$ cat src/rtl/id_ex_stage.sv
// ---------------------------------------------------------------------------
// id_ex_stage
//
// Decode-to-execute pipeline register in front of the ALU. Holds one decoded
// instruction behind a valid/ready handshake and presents it to the ALU as
// operand/control signals. Register operands are bypassed from the MEM and WB
// stages both when the instruction is captured and while it is held waiting
// for the execute stage, so a stalled entry never goes stale. A flush (taken
// branch) empties the stage and drops any instruction offered that cycle.
//
// Parameters
//   XLEN       datapath width
//   REG_AW     register address width
//   BYPASS_EN  1 = MEM/WB bypass active, 0 = register operands pass unmodified
//
// Ports
//   clk, rst_n                     clock (rising edge), synchronous active-low reset
//   id_valid / id_ready            decode-side handshake
//   id_rs1_addr, id_rs2_addr       source register indices
//   id_rs1_data, id_rs2_data       register-file read data
//   id_imm                         sign-extended immediate
//   id_alu_ctrl, id_alu_src        ALU operation and operand-2 select
//   id_rd_addr, id_reg_write       destination register and its write enable
//   flush                          discard held and incoming instruction
//   mem_we, mem_rd, mem_data       MEM-stage bypass source
//   wb_we, wb_rd, wb_data          WB-stage bypass source
//   ex_valid / ex_ready            execute-side handshake
//   ALUop1, RegOp2, ImmOp          ALU operand 1, register operand 2, immediate
//   ALUctrl, ALUsrc                ALU control and operand-2 select
//   ex_rd_addr, ex_reg_write       destination carried forward (write gated by ex_valid)
// ---------------------------------------------------------------------------
module id_ex_stage #(
    parameter int XLEN      = 32,
    parameter int REG_AW    = 5,
    parameter bit BYPASS_EN = 1'b1
) (
    input  logic              clk,
    input  logic              rst_n,

    input  logic              id_valid,
    output logic              id_ready,
    input  logic [REG_AW-1:0] id_rs1_addr,
    input  logic [REG_AW-1:0] id_rs2_addr,
    input  logic [XLEN-1:0]   id_rs1_data,
    input  logic [XLEN-1:0]   id_rs2_data,
    input  logic [XLEN-1:0]   id_imm,
    input  logic [2:0]        id_alu_ctrl,
    input  logic              id_alu_src,
    input  logic [REG_AW-1:0] id_rd_addr,
    input  logic              id_reg_write,

    input  logic              flush,

    input  logic              mem_we,
    input  logic [REG_AW-1:0] mem_rd,
    input  logic [XLEN-1:0]   mem_data,
    input  logic              wb_we,
    input  logic [REG_AW-1:0] wb_rd,
    input  logic [XLEN-1:0]   wb_data,

    output logic              ex_valid,
    input  logic              ex_ready,
    output logic [XLEN-1:0]   ALUop1,
    output logic [XLEN-1:0]   RegOp2,
    output logic [XLEN-1:0]   ImmOp,
    output logic [2:0]        ALUctrl,
    output logic              ALUsrc,
    output logic [REG_AW-1:0] ex_rd_addr,
    output logic              ex_reg_write
);

    typedef enum logic {
        EMPTY = 1'b0,
        FULL  = 1'b1
    } state_t;

    state_t state_q, state_d;

    // Held instruction fields.
    logic [REG_AW-1:0] rs1_addr_q, rs2_addr_q;
    logic [XLEN-1:0]   op1_q, op2_q, imm_q;
    logic [2:0]        ctrl_q;
    logic              src_q;
    logic [REG_AW-1:0] rd_q;
    logic              reg_write_q;

    // Handshake decode.
    logic capture;
    logic hold;

    // Bypassed operand values for the incoming and the held instruction.
    logic [XLEN-1:0] cap_op1, cap_op2;
    logic [XLEN-1:0] held_op1, held_op2;

    // Resolve one register operand: x0 reads as zero and is never bypassed;
    // otherwise the youngest producer (MEM) beats WB, which beats the
    // register-file / held value.
    function automatic logic [XLEN-1:0] resolve(
        input logic [REG_AW-1:0] addr,
        input logic [XLEN-1:0]   base,
        input logic              m_we,
        input logic [REG_AW-1:0] m_rd,
        input logic [XLEN-1:0]   m_data,
        input logic              w_we,
        input logic [REG_AW-1:0] w_rd,
        input logic [XLEN-1:0]   w_data
    );
        logic [XLEN-1:0] result;
        result = base;
        if (addr == '0) begin
            result = '0;
        end else if (BYPASS_EN && m_we && (m_rd == addr)) begin
            result = m_data;
        end else if (BYPASS_EN && w_we && (w_rd == addr)) begin
            result = w_data;
        end
        return result;
    endfunction

    always_comb begin
        cap_op1  = resolve(id_rs1_addr, id_rs1_data, mem_we, mem_rd, mem_data,
                           wb_we, wb_rd, wb_data);
        cap_op2  = resolve(id_rs2_addr, id_rs2_data, mem_we, mem_rd, mem_data,
                           wb_we, wb_rd, wb_data);
        held_op1 = resolve(rs1_addr_q, op1_q, mem_we, mem_rd, mem_data,
                           wb_we, wb_rd, wb_data);
        held_op2 = resolve(rs2_addr_q, op2_q, mem_we, mem_rd, mem_data,
                           wb_we, wb_rd, wb_data);
    end

    // Ready does not look at id_valid, so decode can use it without a loop.
    assign ex_valid = (state_q == FULL);
    assign id_ready = rst_n & (~ex_valid | ex_ready);
    assign capture  = id_valid & id_ready & ~flush;
    assign hold     = ex_valid & ~ex_ready & ~flush;

    // Next-state logic: flush empties the stage regardless of anything else.
    always_comb begin
        // NOTE: assign a default before any branch so no path leaves state_d
        // unassigned, which would infer a latch.
        state_d = state_q;
        if (flush) begin
            state_d = EMPTY;
        end else if (capture) begin
            state_d = FULL;
        end else if (ex_ready) begin
            state_d = EMPTY;
        end
    end

    always_ff @(posedge clk) begin
        // NOTE: sequential state uses non-blocking assignments so every
        // register samples pre-edge values, independent of statement order.
        if (!rst_n) begin
            state_q <= EMPTY;
        end else begin
            state_q <= state_d;
        end
    end

    // Payload register. Every field is cleared on reset because the outputs
    // are required to read zero after reset, not merely be marked invalid.
    always_ff @(posedge clk) begin
        if (!rst_n) begin
            rs1_addr_q  <= '0;
            rs2_addr_q  <= '0;
            op1_q       <= '0;
            op2_q       <= '0;
            imm_q       <= '0;
            ctrl_q      <= '0;
            src_q       <= 1'b0;
            rd_q        <= '0;
            reg_write_q <= 1'b0;
        end else if (capture) begin
            rs1_addr_q  <= id_rs1_addr;
            rs2_addr_q  <= id_rs2_addr;
            op1_q       <= cap_op1;
            op2_q       <= cap_op2;
            imm_q       <= id_imm;
            ctrl_q      <= id_alu_ctrl;
            src_q       <= id_alu_src;
            rd_q        <= id_rd_addr;
            reg_write_q <= id_reg_write;
        end else if (hold) begin
            // A stalled entry keeps refreshing its operands so a producer that
            // retires through MEM/WB during the stall is not missed.
            op1_q <= held_op1;
            op2_q <= held_op2;
        end
    end

    assign ALUop1       = op1_q;
    assign RegOp2       = op2_q;
    assign ImmOp        = imm_q;
    assign ALUctrl      = ctrl_q;
    assign ALUsrc       = src_q;
    assign ex_rd_addr   = rd_q;
    assign ex_reg_write = reg_write_q & ex_valid;

endmodule

$ cat config.mk
export PLATFORM = sky130hd
export DESIGN_NAME = id_ex_stage
export DESIGN_NICKNAME = d
export VERILOG_FILES = /design/src/rtl/id_ex_stage.sv
export SDC_FILE = /design/constraint.sdc
export NUM_CORES = 1
export LEC_CHECK = 0
export ABC_CLOCK_PERIOD_IN_PS = 2200
export CORE_UTILIZATION = 47
export CTS_CLUSTER_SIZE = 14
export DETAILED_ROUTE_END_ITERATION = 7
export GPL_TIMING_DRIVEN = 1
export HOLD_SLACK_MARGIN = 0.12
export PLACE_DENSITY = 0.92
export SYNTH_ARGS = -nofsm -noshare
export SYNTH_HDL_FRONTEND = slang
export SYNTH_SLANG_ARGS = --single-unit
export TNS_END_PERCENT = 30
$ cat constraint.sdc
create_clock -name clk -period 2.2 [get_ports clk]
set_clock_uncertainty 0.05 [all_clocks]
set_input_delay 0.44 -clock clk [delete_from_list [all_inputs] [get_ports clk]]
set_output_delay 0.44 -clock clk [all_outputs]
set_load 0.05 [all_outputs]
* Yosys cells after proc, flatten, opt, wreduce, memory -nomap -nowiden *
Cells that the tools add are included.

operators by class
  bitwise gates (word level) = 11
  mux-type cells = 18
  reductions and logical operators = 19
  eq/ne operators = 8

operators by type and width
  operator             number
  32-bit two-way mux   16
  5-bit equality test  8
  5-bit zero test      4
  1-bit logical AND    8
  4-bit nonzero test   2
  1-bit bitwise AND    6
  1-bit NOT            4
  2-bit AND reduction  2
  2-bit nonzero test   2
  1-bit two-way mux    2
  2-bit OR reduction   1
  1-bit bitwise OR     1

storage, ports and cells
  logic and storage cells = 66
  input bits = 197
  register bits = 117
  output and inout port bits = 108

* Longest topological paths before layout *
Gate-level depths: netlist of the first run.

  depth in word-level cells = 7
  depth in mapped cells = 8
  gate-level depth less buffers = 5

* Worst setup path after synthesis of the first run *
No wires, ideal clock.

  path type = register -> register
  start point = register state_q, in the netlist ex_valid
  end point = register op1_q[25], in the netlist ALUop1[25]
  data arrival time = 2.021 ns
  period minus slack after synthesis = 2.146 ns
  cell stages (with the launch flop) = 8
  slack = 0.054 ns
  data required time = 2.076 ns
  buffers on the path = 2
  library setup time = 0.074 ns
  cells stage by stage = dfxtp_1 -> nor2b_2 -> nor3_4 -> a21oi_1 -> buf_2 -> buf_1 -> a31oi_1 -> a31oi_1

between the ends
  cells in the longest elaborated chain, start to end = 7
  elaborated cells between the ends (all ways) = 11
  those cells by class = mux (1); bitwise (7); reduce/logical (3)

ends and longest elaborated chain
  what                                                                       RTL line  source
  start: declaration                                                         77        state_t state_q, state_d;
  start signal: assignment                                                   157       state_q <= state_d;
  1-bit NOT                                                                  133       assign id_ready = rst_n & (~ex_valid | ex_ready);
  1-bit bitwise OR                                                           133
  1-bit bitwise AND                                                          133
  1-bit bitwise AND (2 in a row)                                             134       assign capture = id_valid & id_ready & ~flush;
  4-bit nonzero test (no source line) or 2-bit nonzero test (tied branches)  --
  2-bit AND reduction (no source line)                                       --
  end signal: assignment                                                     177       op1_q <= cap_op1;
  end signal: assignment                                                     187       op1_q <= held_op1;
  end: declaration                                                           81        logic [XLEN-1:0] op1_q, op2_q, imm_q;

Parallel ways exist; a longest one is shown, timed or not.
A chain may end at the register's enable or synchronous reset.

* Final worst setup path of the first run *
  start point = input id_rs1_addr[3]
  end point = register op1_q[22], in the netlist ALUop1[22]

between the ends
  cells in the longest elaborated chain, start to end = 6
  elaborated cells between the ends (all ways) = 9
  those cells by class = eq/ne (2); mux (4); reduce/logical (3)

ends and longest elaborated chain
  what                  RTL line  source
  start: declaration    42        input logic [REG_AW-1:0] id_rs1_addr,
  5-bit equality test   114       end else if (BYPASS_EN && w_we && (w_rd == addr)) begin
  1-bit logical AND     114
  32-bit two-way mux    114
  32-bit two-way mux    112       end else if (BYPASS_EN && m_we && (m_rd == addr)) begin
  32-bit two-way mux *  110       if (addr == '0) begin
  32-bit two-way mux *  174       end else if (capture) begin

Every way passes the cells marked *; elsewhere a longest branch is shown, timed or not.

==> results of run 1 <==
power by group through the flow:
stage,sequential [mW],clock [mW],combinational [mW]
finish,2.32,3.33,2.32
global route,2.33,3.43,2.42
CTS,2.31,3.32,2.24
detailed placement,2.36,0,2.20
global placement,2.35,0,2.15
floorplan,2.68,0,0.821
worst min-delay path by stage:
| stage | startpoint | endpoint | cells past startpoint | slack [ps] |
|---|---|---|---|---|
| after floorplan | reg_write_q$_SDFFE_PN0N_ | reg_write_q$_SDFFE_PN0N_ | 2 | 390 |
| after global placement | ImmOp[21]$_SDFFE_PN0N_ | ImmOp[21]$_SDFFE_PN0N_ | 2 | 400 |
| after detailed placement | ImmOp[19]$_SDFFE_PN0N_ | ImmOp[19]$_SDFFE_PN0N_ | 2 | 410 |
| after CTS | ImmOp[19]$_SDFFE_PN0N_ | ImmOp[19]$_SDFFE_PN0N_ | 2 | 410 |
| after global routing | id_rs1_addr[2] | rs1_addr_q[2]$_SDFFE_PN0N_ | 3 | 370 |
| final | id_rs1_addr[2] | rs1_addr_q[2]$_SDFFE_PN0N_ | 3 | 370 |
what timing repair did:
item                       in CTS  in global routing
resized for setup              10                 18
pin swaps                       2                 10
buffers inserted                1                  1
gates cloned                    1                  2
setup endpoints to repair      40                 60
hold buffers                    0                  0
synth_stat cells:
library cell | n | area share
nor3b_1 | 1 | 0.00085
nor3_4 | 1 | 0.0018
nand2b_1 | 1 | 0.00071
a21o_1 | 1 | 0.00085
nor2b_2 | 1 | 0.00099
inv_1 | 64 | 0.027
nand3_1 | 21 | 0.012
a31oi_1 | 90 | 0.064
nor4_4 | 4 | 0.0096
dfxtp_1 | 117 | 0.26
buf_2 | 33 | 0.019
o311ai_1 | 64 | 0.063
nor3_1 | 5 | 0.0028
a21boi_0 | 116 | 0.098
nand4_1 | 1 | 0.00071
a21oi_1 | 2 | 0.0011
buf_1 | 10 | 0.0042
nor3_2 | 1 | 0.0011
and2_1 | 8 | 0.0056
a21oi_2 | 3 | 0.0030
or3_1 | 3 | 0.0021
clkbuf_1 | 93 | 0.039
buf_4 | 2 | 0.0017
and3_1 | 64 | 0.045
o21ai_0 | 64 | 0.036
xor2_1 | 26 | 0.026
nor4_1 | 1 | 0.00071
nand2_1 | 108 | 0.046
buf_6 | 5 | 0.0064
nand3b_1 | 64 | 0.054
o211ai_1 | 64 | 0.054
xnor2_1 | 14 | 0.014
nor4_2 | 1 | 0.0014
a41o_1 | 64 | 0.072
a41oi_1 | 19 | 0.019
nor2_1 | 5 | 0.0021
worst reg2reg max path: stages (launching register included):
cell      delay (ps)
dfxtp_1          330
nor2b_2          160
or3_2            560
a21oi_2          220
buf_12           240
o311ai_1         150
a41oi_1          230
flip-flops by register name, indices dropped and copies added (netlist names):
signal and flops:
ALUsrc 1, ex_valid 1, ALUop1 32, ALUctrl 3, RegOp2 32, ex_rd_addr 5
ImmOp 32, rs2_addr_q 5, reg_write_q 1, rs1_addr_q 5
cell type report:
cell class | instances | area share
multi-input combinational | 817 | 0.427
antenna | 4 | 0.000737
tap | 229 | 0.0211
inverter | 64 | 0.0177
timing repair buffer | 401 | 0.310
sequential | 117 | 0.173
clock buffer | 20 | 0.0344
clock inverter | 12 | 0.0164
layer usage:
metal | routed length [um] | share of wire
met3 | 5070 | 0.13
met2 | 17900 | 0.45
met4 | 2490 | 0.063
met5 | 0 | 0
met1 | 13900 | 0.35
placed cells by master, fill, tap and decap left out, drive strengths merged, types with 7 or more instances in the layout:
cell type and count:
clkdlybuf4s50 285, dfxtp 117, a21boi 116, nand2 108
buf 101, a31oi 90, inv 65, o211ai 64
and3 64, nand3b 64, o21ai 64, a41o 64
o311ai 64, xor2 26, clkbuf 22, nand3 21
a41oi 19, xnor2 14, and2 8, dlymetal6s2s 7
nor3 7
per-stage QoR:
step	hold slack, ps	TNS (ps)	util
2_1_floorplan	389	0	-
3_3_place_gp	399	-22480	0.697
6_report	368	-2.03	0.746
4_1_cts	414	0	0.739
3_5_place_dp	406	-29480	0.697
5_1_grt	370	-52.7	0.746
kinds of logic (layout without fill, tap and decap cells):
| group | after synthesis | after routing |
|---|---|---|
| compound gates | 487 | 487 |
| xor+xnor | 40 | 40 |
| buf+inv | 207 | 497 |
| flops | 117 | 117 |
| other cells | 0 | 4 |
| simple gates | 290 | 290 |
==> results.sh, run 1 <==
export IMPL_power_density_nw_per_um2=586
export IMPL_postPlaceCellArea_um2=12700
export IMPL_total_power_mw=7.96
export IMPL_synth_cell_types=36
export IMPL_worstSkewPairLatency_ps=420
export IMPL_synth_area_mux_share=0
export IMPL_synthCells=1141
export IMPL_grt_ovfl_total=0
export IMPL_post_place_ws_ps=-512
export IMPL_setup_viol_count_final=1
export IMPL_dp_cells=1623
export IMPL_p_comb_frac=0.291
export IMPL_antenna_found_initial=4
export IMPL_critPathLaunch="id_rs1_addr[3]"
export IMPL_areaGrowthSynthToFinish_pct=53.2
export IMPL_synth_fa_ha_area_frac=0
export IMPL_critPathMaxFanout=30
export IMPL_setup_ws_ps=-2.03
export IMPL_reg2regPathDepth=6
export IMPL_max_clock_path_buffers=2
export IMPL_synth_xor_area_share=0.0395
export IMPL_r2r_slack_ps=180
export IMPL_hold_violations=0
export IMPL_intPower_mw=5.45
export IMPL_critPathKind="input pin to flip-flop"
export IMPL_cp_num_buf_inv=4
export IMPL_hold_path_class="input pin to flip-flop"
export IMPL_path_depth=9
export IMPL_drt_pass1_iter_count=8
export IMPL_clk_pin_slew_worst_paths_ps=60
export IMPL_slew_violations=0
export IMPL_clock_fmax_mhz=454
export IMPL_avgSynthCellArea_um2=7.77
export IMPL_htree_num_levels=4
export IMPL_cts_buffers=17
export IMPL_io_buffers=304
export IMPL_grt_max_degree=119
export IMPL_violations="DRC, setup timing"
export IMPL_io_pins=305
export IMPL_period_share=1.00
export IMPL_ys_warn_count=0
export IMPL_p_sw_frac=0.316
export IMPL_place_gp_congestion=0.942
export IMPL_synth_nets=1338
export IMPL_regArea_um2=2340
export IMPL_power_leakage_nw=4.77
export IMPL_top_usage_layer="met2"
export IMPL_die_area_um2=19400
export IMPL_fin_crit_ps=2200
export IMPL_multi_input_area_um2=5800
export IMPL_wire_per_inst_um=23.6
export IMPL_antenna_left=0
export IMPL_wirelength_um=39300
export IMPL_track_usage=0.387
export IMPL_critPathTopFamily="buffers and inverters"
export IMPL_clock_sinks=117
export IMPL_die_w_um=139
export IMPL_status="complete, but fails checks"
export IMPL_dpl_hpwl_um=24900
export IMPL_fin_cells=1664
export IMPL_start_util=0.487
export IMPL_power_switching_mw=2.51
export IMPL_via_per_inst=6.87
export IMPL_maxCapViolCount=0
export IMPL_power_frac_seq=0.291
export IMPL_gr_usage_met3=0.0981
export IMPL_synth_compound_area_share=0.411
export IMPL_cp_cell_sequence="clkdlybuf4s50_1 > xor2_2 > nor4_4 > buf_4 > buf_12 > buf_4 > and3_1 > o311ai_1 > a31oi_1"
export IMPL_crit_path_end_kind="flip-flop"
export IMPL_worst_slew_pin_slew_ps=571
export IMPL_cp_required_ps=2460
export IMPL_crit_top_cell="buf_4"
export IMPL_fillers=1262
export IMPL_coreArea_um2=18200
export IMPL_grt_pass1_vias=10900
export IMPL_drc_errors=2
export IMPL_rows=49
export IMPL_cp_arrival_ps=2460
export IMPL_cts_tree="yes"
export IMPL_syn_cell_area_um2=8860
export IMPL_synth_top_family_by_area="compound AO/OA/AOI/OAI gates"
export IMPL_nNetsFinal=1615
export IMPL_ys_ff_latch=117
export IMPL_power_share_clock=0.418
export IMPL_synth_simple_area_share=0.188
export IMPL_slowest_delay_ps=640
export IMPL_grtUsageMet2=0.625
export IMPL_slowest_stage="clkdlybuf4s50_1"
export IMPL_max_slew_margin_rel=0.618
export IMPL_r2r_start="ex_valid$_SDFFE_PP0P_"
export IMPL_grt_pass1_wl_um=59800
export IMPL_cp_endpoint="ALUop1[22]$_SDFFE_PN0P_"
export IMPL_fin_area_um2=13600
export IMPL_drt_iter0_drc=1776
export IMPL_cp_start_kind="input pin"
export IMPL_grtUsageMet1=0.471
export IMPL_die_h_um=139
export IMPL_vias=11400
export IMPL_cts_root_buf="clkbuf_16"
export IMPL_layout_drive_gt1_share=0.117
export IMPL_ir_drop_uv=579
export IMPL_seq_area_frac_synth=0.264
export IMPL_r2r_end="ALUop1[15]$_SDFFE_PN0P_"
Power figures use the tool's default switching activity.
==> inputs of run 2 (changes only) <==
--- a/config.mk
+++ b/config.mk
@@ -6,6 +6,7 @@
 export NUM_CORES = 1
 export LEC_CHECK = 0
 export ABC_CLOCK_PERIOD_IN_PS = 2200
+export CORE_MARGIN = 8
 export CORE_UTILIZATION = 47
 export CTS_CLUSTER_SIZE = 14
 export DETAILED_ROUTE_END_ITERATION = 7
==> run 2 against run 1 <==
- the flow finishes with violations (setup timing)
- critical path depth down 1
- combinational power about the same
- via count down 0.25%
- sequential power about the same
- hold slack worse by 0.74 ps
- power down 6.7%
- routed wire length up 3.3%
- clock-buffer cell count up 1
- non-clock buffer count up 10
- critical path type unchanged
- largest cell class unchanged
==> results.sh, run 2 (synthesis gave the netlist of run 1 again) <==
export IMPL_worstSkewPairLatency_ps=420
export IMPL_coreArea_um2=18600
export IMPL_track_usage=0.317
export IMPL_total_power_mw=7.43
export IMPL_antenna_found_initial=3
export IMPL_die_area_um2=23500
export IMPL_hold_path_class="input pin to flip-flop"
export IMPL_max_slew_margin_rel=0.597
export IMPL_cp_required_ps=2440
export IMPL_io_buffers=304
export IMPL_final_util=0.727
export IMPL_rows=50
export IMPL_violations="setup timing"
export IMPL_fin_crit_ps=2220
export IMPL_nNetsFinal=1625
export IMPL_via_per_inst=6.81
export IMPL_post_place_ws_ps=-456
export IMPL_die_h_um=153
export IMPL_areaGrowthSynthToFinish_pct=52.3
export IMPL_drc_errors=0
export IMPL_power_leakage_nw=4.84
export IMPL_final_common_cell="clkdlybuf4s50_1"
export IMPL_grt_ovfl_total=0
export IMPL_cts_buffers=17
export IMPL_io_pins=305
export IMPL_period_share=1.01
export IMPL_dp_cells=1632
export IMPL_htree_num_levels=4
export IMPL_holdBufCountCts=0
export IMPL_clock_sinks=117
export IMPL_most_common_layout_cells="278 x clkdlybuf4s50_1, 117 x dfxtp_1, 116 x a21boi_0, 108 x nand2_1, 90 x a31oi_1"
export IMPL_slew_violations=0
export IMPL_power_density_nw_per_um2=550
export IMPL_start_util=0.477
export IMPL_setup_ws_ps=-23.6
export IMPL_critPathMaxFanout=30
export IMPL_cp_start_kind="input pin"
export IMPL_drt_pass1_iter_count=6
export IMPL_critPathKind="input pin to flip-flop"
export IMPL_wire_per_inst_um=24.2
export IMPL_grt_max_degree=119
export IMPL_clock_fmax_mhz=450
export IMPL_fin_area_um2=13500
export IMPL_layout_drive_gt1_share=0.123
export IMPL_place_gp_congestion=0.936
export IMPL_worst_slew_pin_slew_ps=604
export IMPL_antenna_left=0
export IMPL_crit_path_end_kind="flip-flop"
export IMPL_die_w_um=153
export IMPL_status="complete, but fails checks"
export IMPL_fin_cells=1675
export IMPL_cts_tree="yes"
export IMPL_hold_violations=0
export IMPL_max_clock_path_buffers=2
export IMPL_cts_root_buf="clkbuf_16"
export IMPL_clk_pin_slew_worst_paths_ps=60
export IMPL_drt_iter0_drc=2045
export IMPL_dpl_hpwl_um=26100
export IMPL_ir_drop_uv=544
export IMPL_grt_pass1_vias=10800
export IMPL_cp_arrival_ps=2470
export IMPL_postPlaceCellArea_um2=12600
export IMPL_setup_viol_count_final=3
export IMPL_maxCapViolCount=0
export IMPL_grt_pass1_wl_um=60800
export IMPL_vias=11400
export IMPL_wirelength_um=40600
run 2: cell count changes in the layout (fill, tap and decap cells not counted), moves of 4 or more:
cell             previous run  this run
clkdlybuf4s50_1           285       278
dlygate4sd2_1               5         0
dlymetal6s2s_1              7        13
buf_12                     31        26
bufinv_16                   6         2
buf_4                      68        86
run 2: layout make-up:
type | count | area (um^2)
well taps | 234 | 293
multi-input cells | 817 | 5780
clock buffers | 21 | 470
inverters | 64 | 240
diodes | 2 | 5.00
fillers | 1317 | 5080
clock inverters | 9 | 104
flip-flops and latches | 117 | 2340
repair buffers | 411 | 4260
run 2: stage by stage:
stage / hold WS, ps / setup TNS, ps
after CTS: 414 / -16.7
final: 367 / -42.4
after global placement: 398 / -19180
after global routing: 387 / -127
after detailed placement: 406 / -23460
after floorplan: 389 / 0
run 2: power by group:
part | total [mW] | leakage (nW) | internal [mW] | switching (mW)
clock | 2.78 | 0.281 | 1.74 | 1.05
combinational | 2.33 | 3.61 | 1.01 | 1.32
sequential | 2.31 | 0.953 | 2.23 | 0.0846
run 2: timing repair:
action / 4_1_cts / 5_1_grt
setup endpoints to repair: 2 / 45
cloned: 1 / 5
setup buffers: 0 / 5
pin swaps: 1 / 17
resized for setup: 1 / 27
run 2: worst paths after layout:
kind	to	start	slack, ps	cells after the start
max	ALUop1[9]$_SDFFE_PN0P_	id_rs1_addr[0]	-20	8
min reg2reg	ImmOp[9]$_SDFFE_PN0N_	ImmOp[9]$_SDFFE_PN0N_	410	2
max reg2reg	ALUop1[4]$_SDFFE_PN0P_	rs1_addr_q[1]$_SDFFE_PN0N_	180	6
min	rs2_addr_q[2]$_SDFFE_PN0N_	id_rs2_addr[2]	370	3
run 2: worst max-delay path: stages:
cell             delay [ps]
clkdlybuf4s50_1         500
xor2_2                  230
nor4_4                  310
buf_4                   220
buf_12                  180
a21boi_0                130
o311ai_1                300
a31oi_1                 140
run 2: per-layer routing:
layer / up-vias / part of all wire / track usage
met5: - / 0 / 0
met2: 930 / 0.46 / 0.509
li1: 4936 / - / -
met4: 0 / 0.060 / 0.164
met3: 237 / 0.12 / 0.0767
met1: 5296 / 0.37 / 0.389
